$ cat src/rtl/jt10_adpcm_romarb.sv
// Shares the single ADPCM sample ROM port between the ADPCM-A sequencer and
// the ADPCM-B driver. Each requester has a one-deep request slot and a
// one-entry last-byte cache; a round-robin grant and a wait timeout bound the
// latency seen by either side.
module jt10_adpcm_romarb #(
    parameter int TIMEOUT = 31
) (
    input  logic        clk,
    input  logic        rst,
    input  logic        a_req,
    input  logic [23:0] a_addr,
    output logic [7:0]  a_data,
    output logic        a_ok,
    output logic        a_busy,
    input  logic        b_req,
    input  logic [23:0] b_addr,
    output logic [7:0]  b_data,
    output logic        b_ok,
    output logic        b_busy,
    output logic [23:0] rom_addr,
    output logic        rom_cs,
    input  logic [7:0]  rom_data,
    input  logic        rom_ok,
    output logic        tout_err
);

    localparam logic ST_IDLE = 1'b0;
    localparam logic ST_WAIT = 1'b1;
    localparam logic [4:0] TOUT_LIM = TIMEOUT[4:0];

    // Index 0 is requester A, index 1 is requester B.
    logic        state_q, state_d;
    logic        gnt_q, gnt_d;
    logic        last_q, last_d;
    logic [4:0]  cnt_q, cnt_d;
    logic        cs_q, cs_d;
    logic [23:0] raddr_q, raddr_d;
    logic        tout_q, tout_d;
    logic [1:0]  pend_q, pend_d;
    logic [1:0]  cval_q, cval_d;
    logic [1:0]  ok_q, ok_d;
    logic [23:0] paddr_q [2];
    logic [23:0] paddr_d [2];
    logic [23:0] caddr_q [2];
    logic [23:0] caddr_d [2];
    logic [7:0]  cdata_q [2];
    logic [7:0]  cdata_d [2];
    logic [7:0]  data_q  [2];
    logic [7:0]  data_d  [2];

    logic [1:0]  req;
    logic [23:0] req_addr [2];
    logic [1:0]  busy;
    logic        g;

    // Request capture, cache lookup and the IDLE/WAIT grant machine.
    always_comb begin
        req         = {b_req, a_req};
        req_addr[0] = a_addr;
        req_addr[1] = b_addr;
        busy[0]     = pend_q[0] | (state_q == ST_WAIT && gnt_q == 1'b0);
        busy[1]     = pend_q[1] | (state_q == ST_WAIT && gnt_q == 1'b1);

        state_d = state_q;
        gnt_d   = gnt_q;
        last_d  = last_q;
        cnt_d   = cnt_q;
        cs_d    = cs_q;
        raddr_d = raddr_q;
        tout_d  = tout_q;
        pend_d  = pend_q;
        cval_d  = cval_q;
        ok_d    = 2'b00;
        g       = 1'b0;
        for (int i = 0; i < 2; i++) begin
            paddr_d[i] = paddr_q[i];
            caddr_d[i] = caddr_q[i];
            cdata_d[i] = cdata_q[i];
            data_d[i]  = data_q[i];
        end

        // A busy requester's new request is dropped; a hit answers next cycle.
        for (int i = 0; i < 2; i++) begin
            if (req[i] && !busy[i]) begin
                if (cval_q[i] && req_addr[i] == caddr_q[i]) begin
                    ok_d[i]   = 1'b1;
                    data_d[i] = cdata_q[i];
                end else begin
                    pend_d[i]  = 1'b1;
                    paddr_d[i] = req_addr[i];
                end
            end
        end

        case (state_q)
            ST_IDLE: begin
                if (pend_q != 2'b00) begin
                    g       = (pend_q == 2'b11) ? ~last_q : pend_q[1];
                    raddr_d = paddr_q[g];
                    cs_d    = 1'b1;
                    cnt_d   = 5'd0;
                    gnt_d   = g;
                    last_d  = g;
                    state_d = ST_WAIT;
                end
            end
            default: begin
                // An ok seen in the first WAIT cycle may be left over from the
                // previous fetch, so it only counts once cnt has moved.
                if (cnt_q != 5'd0 && rom_ok) begin
                    cs_d           = 1'b0;
                    data_d[gnt_q]  = rom_data;
                    ok_d[gnt_q]    = 1'b1;
                    caddr_d[gnt_q] = raddr_q;
                    cdata_d[gnt_q] = rom_data;
                    cval_d[gnt_q]  = 1'b1;
                    pend_d[gnt_q]  = 1'b0;
                    state_d        = ST_IDLE;
                end else if (cnt_q == TOUT_LIM) begin
                    cs_d          = 1'b0;
                    data_d[gnt_q] = 8'h00;
                    ok_d[gnt_q]   = 1'b1;
                    tout_d        = 1'b1;
                    pend_d[gnt_q] = 1'b0;
                    state_d       = ST_IDLE;
                end else begin
                    cnt_d = cnt_q + 5'd1;
                end
            end
        endcase
    end

    // State registers; reset clears everything, caches included.
    always_ff @(posedge clk or posedge rst) begin
        if (rst) begin
            state_q <= ST_IDLE;
            gnt_q   <= 1'b0;
            last_q  <= 1'b1;
            cnt_q   <= 5'd0;
            cs_q    <= 1'b0;
            raddr_q <= 24'd0;
            tout_q  <= 1'b0;
            pend_q  <= 2'b00;
            cval_q  <= 2'b00;
            ok_q    <= 2'b00;
            for (int i = 0; i < 2; i++) begin
                paddr_q[i] <= 24'd0;
                caddr_q[i] <= 24'd0;
                cdata_q[i] <= 8'd0;
                data_q[i]  <= 8'd0;
            end
        end else begin
            state_q <= state_d;
            gnt_q   <= gnt_d;
            last_q  <= last_d;
            cnt_q   <= cnt_d;
            cs_q    <= cs_d;
            raddr_q <= raddr_d;
            tout_q  <= tout_d;
            pend_q  <= pend_d;
            cval_q  <= cval_d;
            ok_q    <= ok_d;
            for (int i = 0; i < 2; i++) begin
                paddr_q[i] <= paddr_d[i];
                caddr_q[i] <= caddr_d[i];
                cdata_q[i] <= cdata_d[i];
                data_q[i]  <= data_d[i];
            end
        end
    end

    assign a_data   = data_q[0];
    assign b_data   = data_q[1];
    assign a_ok     = ok_q[0];
    assign b_ok     = ok_q[1];
    assign a_busy   = pend_q[0] | (state_q == ST_WAIT && gnt_q == 1'b0);
    assign b_busy   = pend_q[1] | (state_q == ST_WAIT && gnt_q == 1'b1);
    assign rom_addr = raddr_q;
    assign rom_cs   = cs_q;
    assign tout_err = tout_q;

endmodule

$ cat config.mk
export PLATFORM = sky130hd
export DESIGN_NAME = jt10_adpcm_romarb
export DESIGN_NICKNAME = d
export VERILOG_FILES = /design/src/rtl/jt10_adpcm_romarb.sv
export SDC_FILE = /design/constraint.sdc
export NUM_CORES = 1
export LEC_CHECK = 0
export BUFFER_PORTS_ARGS = -buffer_cell sky130_fd_sc_hd__buf_2
export CAP_MARGIN = 20
export CORE_MARGIN = 8
export CORE_UTILIZATION = 38
export CTS_CLUSTER_DIAMETER = 60
export DETAILED_ROUTE_END_ITERATION = 8
export SKIP_LAST_GASP = 1
export SLEW_MARGIN = 20
export SYNTH_ARGS = -nofsm -noshare
export SYNTH_HDL_FRONTEND = slang
export SYNTH_SLANG_ARGS = --single-unit
$ cat constraint.sdc
create_clock -name clk -period 7.77 [get_ports clk]
set_input_delay 1.554 -clock clk [delete_from_list [all_inputs] [get_ports clk]]
set_output_delay 1.554 -clock clk [all_outputs]
set_load 0.005 [all_outputs]
==> run_results.csv, run 1 <==
group,metric,value,unit
status,status,"completed",
yosys,syn-num-nets,741,
clock_tree,cts_max_level,4,
yosys,synth_cell_types,37,
floorplanning,fp-row-count,50,
yosys,avgSynthCellArea,10.6,um^2
hold_path,min_from,"tout_err$_DFFE_PP0P_",
pwr,p_seq_share,43.4,%
critical_path,worstPathMaxFanout,9,
clock_tree,clk_pin_slew_worst_paths,70,ps
critical_path,rr_worst_depth,6,
floorplanning,die_area,23600,um^2
drt,drt-vias-per-instance,4.95,
clock_tree,cts_root_buf,"clkbuf_16",
critical_path,crit_required,8050,ps
placement,port_buffers,106,
timing,setup_viol,0,
critical_path,r2r-end,"b_data[0]$_DFF_PP0_",
clock_tree,cts_resized,0,
flow_run,cap_violations,0,
timing,max_freq,283,MHz
yosys,netlist_area,7200,um^2
drt,drt-initial-drc-count,277,
drt,drc,0,
finish,final_cell_mix,"221 x nand2_1, 167 x dfrtp_1, 106 x buf_2",
finish,n_antenna_cell,0,
critical_path,rrSetupSlack,5050,ps
timing,rsz0062_at_grt,"false",
floorplanning,io_pins,107,
pwr,internal_power,0.00231,W
pwr,clkPwrFrac,23.6,%
pwr,power_density,422,nW/um^2
pwr,p_sw,0.00131,W
drt,avgRoutedWirePerCell,18.3,um
pwr,swShare,36.2,%
drt,num_vias,5097,
hold_path,min_to,"tout_err$_DFFE_PP0P_",
critical_path,arrival,3820,ps
timing,maxSlewViolCount,0,
floorplanning,die_y,154,um
hold_path,hold_depth,1,
placement,gp_congestion,0.773,
finish,seqCellArea,4210,um^2
global_route,grt_max_degree,67,
timing,slew_headroom,49.1,%
clock_tree,cts_tree,"built",
yosys,synth_warnings,0,
drt,wl,18800,um
critical_path,crit_path_start_kind,"primary input",
finish,area_delta_synth_final,19.3,%
finish,final_cell_area,8580,um^2
placement,placed_area,8000,um^2
timing,setup_tns,0,ps
global_route,track_usage,16.5,%
critical_path,cp-end-kind,"flip-flop",
timing,skew,11.8,ps
finish,fill_cells,1743,
global_route,grt_pass1_wl,30000,um
floorplanning,die_width,154,um
finish,multiInputGateArea,2850,um^2
yosys,seq_area_frac_synth,58.4,%
clock_tree,cts_buffers,17,
pwr,leakage,4.28,nW
placement,hpwl,13000,um
yosys,synth_cells,677,
pwr,power_frac_comb,33.0,%
global_route,antenna_found_initial,1,
floorplanning,start_util,38.6,%
clock_tree,cts.path.max_buffers,2,
timing,tightest_slew,763,ps
clock_tree,cts_hold_buf,0,
drt,antenna_left,0,
critical_path,r2r_start,"caddr_q[20]$_DFFE_PP0P_",
global_route,gr-total-overflow,0,
clock_tree,postCtsSetupBuffers,0,
critical_path,worstSetupPathType,"in2reg",
drt,dr.pass1.iters,4,
global_route,grt_pass1_vias,5194,
finish,final_common_cell,"nand2_1",
pwr,ir_worst_vdd,0.000191,V
floorplanning,coreArea,18600,um^2
clock_tree,cts_sinks,168,
finish,fin_nets,847,
timing,hold_viol,0,
finish,final_layout_size_suffix_gt1_share,26.0,%
hold_path,min-delay-path-class,"reg2reg",
timing,period_needed,3530,ps
yosys,ys_seq_elements,168,
timing,fin_crit_sh,45.5,%
clock_tree,clk_latency,430,ps
[worst max-delay path by stage]
stage	start	endpoint	slack (ps)	cells past startpoint
after floorplan	rst	a_data[0]$_DFF_PP0_	1670	1
after global placement	b_addr[20]	b_data[5]$_DFF_PP0_	3830	7
after detailed placement	b_addr[20]	b_data[0]$_DFF_PP0_	3770	7
after CTS	b_addr[20]	b_data[0]$_DFF_PP0_	4220	7
after global routing	b_addr[20]	b_data[2]$_DFF_PP0_	4070	7
final	b_addr[20]	b_data[0]$_DFF_PP0_	4240	7
[sequential cells by signal, indices dropped and copies added, names as in the netlist]
name and count:
caddr_q 48, cval_q 2, rom_addr 24, pend_q 2, cdata_q 16, a_data 8, b_data 8, tout_err 1
cnt_q 5, gnt_q 1, rom_cs 1, ok_q 2, last_q 1, state_q 1, paddr_q 48
[power groups by stage]
stage               logic, W  clock network [W]  registers [W]
global route         0.00134           0.000910        0.00163
global placement     0.00118                  0        0.00158
floorplan           0.000832                  0        0.00151
CTS                  0.00122           0.000873        0.00158
finish               0.00120           0.000856        0.00157
detailed placement   0.00121                  0        0.00159
[metal layers]
layer / GRT usage, % / wire length [um]
met5: 0 / 10
met1: 22.6 / 8850
met4: 4.81 / 297
met3: 5.07 / 1200
met2: 24.7 / 8470
[cell usage after synthesis, drive strengths merged]
| cell type | n | area [um^2] |
|---|---|---|
| mux2 | 48 | 541 |
| a31oi | 1 | 6.26 |
| or2 | 1 | 6.26 |
| mux2i | 40 | 400 |
| nand3 | 10 | 50.1 |
| o22ai | 2 | 12.5 |
| ha | 3 | 37.5 |
| a31o | 1 | 8.76 |
| nand4 | 10 | 62.6 |
| or3 | 1 | 6.26 |
| buf | 8 | 45.0 |
| clkbuf | 19 | 71.3 |
| a21boi | 1 | 7.51 |
| dfstp | 1 | 26.3 |
| o21ai | 51 | 255 |
| inv | 14 | 52.6 |
| a21oi | 6 | 45.1 |
| or4b | 1 | 13.8 |
| xnor2 | 39 | 342 |
| dfrtp | 167 | 4180 |
| and3 | 2 | 13.8 |
| nor2b | 1 | 6.26 |
| nor2 | 10 | 37.5 |
| a221o | 2 | 20.0 |
| xor2 | 3 | 26.3 |
| nor3 | 1 | 5.00 |
| nand2b | 6 | 37.5 |
| o2111ai | 1 | 8.76 |
| nor4 | 4 | 25.0 |
| nand2 | 223 | 847 |
[logic make-up after synthesis]
kind of cell	Yosys count	share of synthesized area [%]
and+or+nand+nor	270	15.4
DFF	168	58.4
muxes	88	13.1
AOI/OAI and AO/OA	65	5.06
xor gates and xnor gates	42	5.11
buffers and inverters	41	2.35
adders and majority gates	3	0.522
[layout make-up]
| type | count | share of cell area, % |
|---|---|---|
| tap | 234 | 3.41 |
| timing repair buffer | 114 | 6.88 |
| clock inverter | 14 | 1.87 |
| clock buffer | 18 | 5.00 |
| sequential | 168 | 49.0 |
| inverter | 14 | 0.670 |
| multi-input combinational | 468 | 33.2 |
[worst max-delay path, cell delays in order]
cell and delay [ps]:
buf_2 110, xnor2_1 340, nand4_1 230, nor4_1 500
nand4_1 640, mux2i_1 330, o21ai_0 100
[per-stage QoR]
| stage | setup WS, ps | hold WS (ps) | std cells | total power, W | util [%] |
|---|---|---|---|---|---|
| finish | 4240 | 469 | 1030 | 0.00363 | 46.0 |
| global route | 4070 | 487 | 1030 | 0.00388 | 46.0 |
| CTS | 4220 | 469 | 1030 | 0.00367 | 46.0 |
| detailed placement | 3770 | 448 | 998 | 0.00280 | 42.9 |
| global placement | 3830 | 449 | 998 | 0.00276 | 42.9 |
| floorplan | 1670 | 427 | 677 | 0.00235 | - |
Note: power is estimated with default switching activity, not from simulation.
==> inputs of run 2 (changes only) <==
ABC_AREA = 1   (was default)
clock period = 2.95 ns   (was 7.77 ns; I/O delays follow)
==> run 2 against run 1 <==
  * Final area up 7.2%
  * Non-clock buffer count is 6 higher
  * Synthesized cell count is 40% higher
  * First-iteration DRC count rose by 64%
  * Global-route usage grew 0.52 points
  * Clock skew fell by 1.6 ps
  * Clock-buffer cell count rose by 5
  * Largest power group unchanged
  * Sequential cell count unchanged
==> run_results.csv, run 2 <==
group,metric,value,unit
floorplanning,fp-row-count,52,
drt,wl,20800,um
drt,drt-vias-per-instance,4.67,
critical_path,worstPathMaxFanout,24,
clock_tree,cts_tree,"built",
timing,slew_headroom,35.5,%
floorplanning,io_pins,107,
finish,final_common_cell,"nand2_1",
timing,setup_tns,0,ps
finish,area_delta_synth_final,17.7,%
timing,max_freq,480,MHz
finish,fin_nets,1117,
drt,avgRoutedWirePerCell,15.5,um
drt,antenna_left,0,
timing,maxSlewViolCount,0,
yosys,synth_edf_count,0,
timing,period_needed,2080,ps
floorplanning,die_width,159,um
critical_path,arrival,2430,ps
global_route,antenna_found_initial,0,
floorplanning,die_y,159,um
yosys,synth_warnings,0,
clock_tree,clk_pin_slew_worst_paths,70,ps
finish,final_layout_size_suffix_gt1_share,21.0,%
global_route,grt_pass1_vias,6188,
yosys,async_flop_share,100,%
yosys,ys_seq_elements,168,
finish,n_antenna_cell,0,
placement,placed_area,8620,um^2
clock_tree,postCtsSetupBuffers,0,
clock_tree,cts_buffers,17,
yosys,synth_top_cells_by_area,"dfrtp_1 53%, nand2_1 14%, o21ai_0 6.8%, inv_1 5.6%, nor2_1 2.2%",
finish,final_cell_mix,"297 x nand2_1, 167 x dfrtp_1, 116 x inv_1",
critical_path,path_buf_inv,1,
critical_path,crit_path_start_kind,"flip-flop",
yosys,synth_top_area_share,53.4,%
critical_path,cp-end-kind,"flip-flop",
placement,port_buffers,106,
critical_path,crit_family,"simple AND/OR/NAND/NOR gates",
floorplanning,start_util,38.6,%
clock_tree,clk_latency,430,ps
clock_tree,cts_hold_buf,0,
floorplanning,coreArea,20200,um^2
timing,skew,10.2,ps
yosys,synth_cells,945,
placement,hpwl,15300,um
yosys,seq_area_frac_synth,53.8,%
timing,fin_crit_sh,70.7,%
yosys,syn-num-nets,1009,
clock_tree,cts_sinks,168,
pwr,power_density,1050,nW/um^2
critical_path,cp_common_cell,"nand2_1",
timing,hold_viol,0,
yosys,ys.flop_type,"dfrtp_1",
critical_path,worstPathCellList,"xnor2_1, nand2_1, nor2_1, nand2_1, nor2_8, nand2_2, nand2_4, buf_4, nand2_1, o21ai_1",
timing,rsz0062_at_grt,"false",
finish,fill_cells,2016,
critical_path,crit_required,3300,ps
pwr,ir_worst_vdd,0.000414,V
yosys,synth.most_common_cell,"nand2_1",
clock_tree,cts_resized,0,
flow_run,cap_violations,0,
timing,setup_viol,0,
yosys,synth_commonest_cells,"297 x nand2_1, 167 x dfrtp_1, 117 x inv_1",
yosys,yosysTopAreaCell,"dfrtp_1",
status,status,"completed",
clock_tree,cts_root_buf,"clkbuf_16",
global_route,track_usage,17.0,%
placement,gp_congestion,0.797,
critical_path,worstSetupPathType,"reg2reg",
drt,drc,0,
floorplanning,die_area,25400,um^2
hold_path,min-delay-path-class,"in2async",
clock_tree,cts.path.max_buffers,2,
drt,drt-initial-drc-count,453,
critical_path,slowest_delay,400,ps
yosys,netlist_area,7820,um^2
clock_tree,cts_max_level,4,
pwr,leakage,4.86,nW
drt,num_vias,6242,
finish,final_cell_area,9200,um^2
global_route,grt_max_degree,52,
critical_path,critPathSlowestCell,"dfrtp_1",
yosys,avgSynthCellArea,8.28,um^2
timing,tightest_slew,966,ps
yosys,synth_cell_types,31,
drt,dr.pass1.iters,5,
global_route,gr-total-overflow,0,
global_route,grt_pass1_wl,34200,um
## run 2: cell type report
type | count | area [um^2] | share of cell area [%]
timing repair buffer | 120 | 648 | 7.04
tap | 270 | 338 | 3.67
multi-input combinational | 605 | 2890 | 31.4
inverter | 141 | 533 | 5.79
clock buffer | 23 | 458 | 4.98
sequential | 168 | 4210 | 45.7
clock inverter | 9 | 126 | 1.37
## run 2: cells by family (layout without fill, tap and decap cells)
logic type	count (synthesis)	in the layout	share of synthesized area [%]
AO/OA/AOI/OAI	166	166	11.5
XOR/XNOR	11	11	1.23
adder cells (fa/ha/maj)	3	3	0.480
buffers and inverters	172	293	9.34
flip-flops	168	168	53.8
AND/OR/NAND/NOR	425	425	23.7
## run 2: stage by stage
step | std cells | power [W] | setup slack (ps) | hold WS [ps] | utilization (%)
2_1_floorplan | 945 | 0.00625 | 220 | 422 | -
3_3_place_gp | 1304 | 0.00738 | 666 | 432 | 42.6
3_5_place_dp | 1304 | 0.00745 | 624 | 443 | 42.6
4_1_cts | 1336 | 0.00974 | 865 | 160 | 45.5
5_1_grt | 1336 | 0.0105 | 628 | 181 | 45.5
6_report | 1336 | 0.00964 | 866 | 161 | 45.5
## run 2: per-layer routing
layer  vias to the layer above  routed length [um]  GRT usage [%]
met3                        14                 884           3.59
met1                      2930               10300           24.1
met5                         -                   0              0
met2                       140                9310           25.7
li1                       3158                   -              -
met4                         0                 223           4.89
## run 2: worst paths after layout
check / end / slack [ps] / depth (start not counted) / startpoint
setup / recovery: paddr_q[3]$_DFFE_PP0P_ / 870 / 10 / caddr_q[4]$_DFFE_PP0P_
hold / removal: paddr_q[20]$_DFFE_PP0P_ / 160 / 2 / rst
setup reg to reg: paddr_q[3]$_DFFE_PP0P_ / 870 / 10 / caddr_q[4]$_DFFE_PP0P_
hold reg to reg: cval_q[1]$_DFFE_PP0P_ / 460 / 2 / cval_q[1]$_DFFE_PP0P_
max in group asynchronous: last_q$_DFFE_PP1P_ / 2070 / 3 / rst
min in group clk: paddr_q[6]$_DFFE_PP0P_ / 390 / 3 / b_addr[6]
## run 2: power breakdown
group	switching [W]	internal, W
clock	0.000909	0.00135
sequential	0.000655	0.00334
combinational	0.00217	0.00122
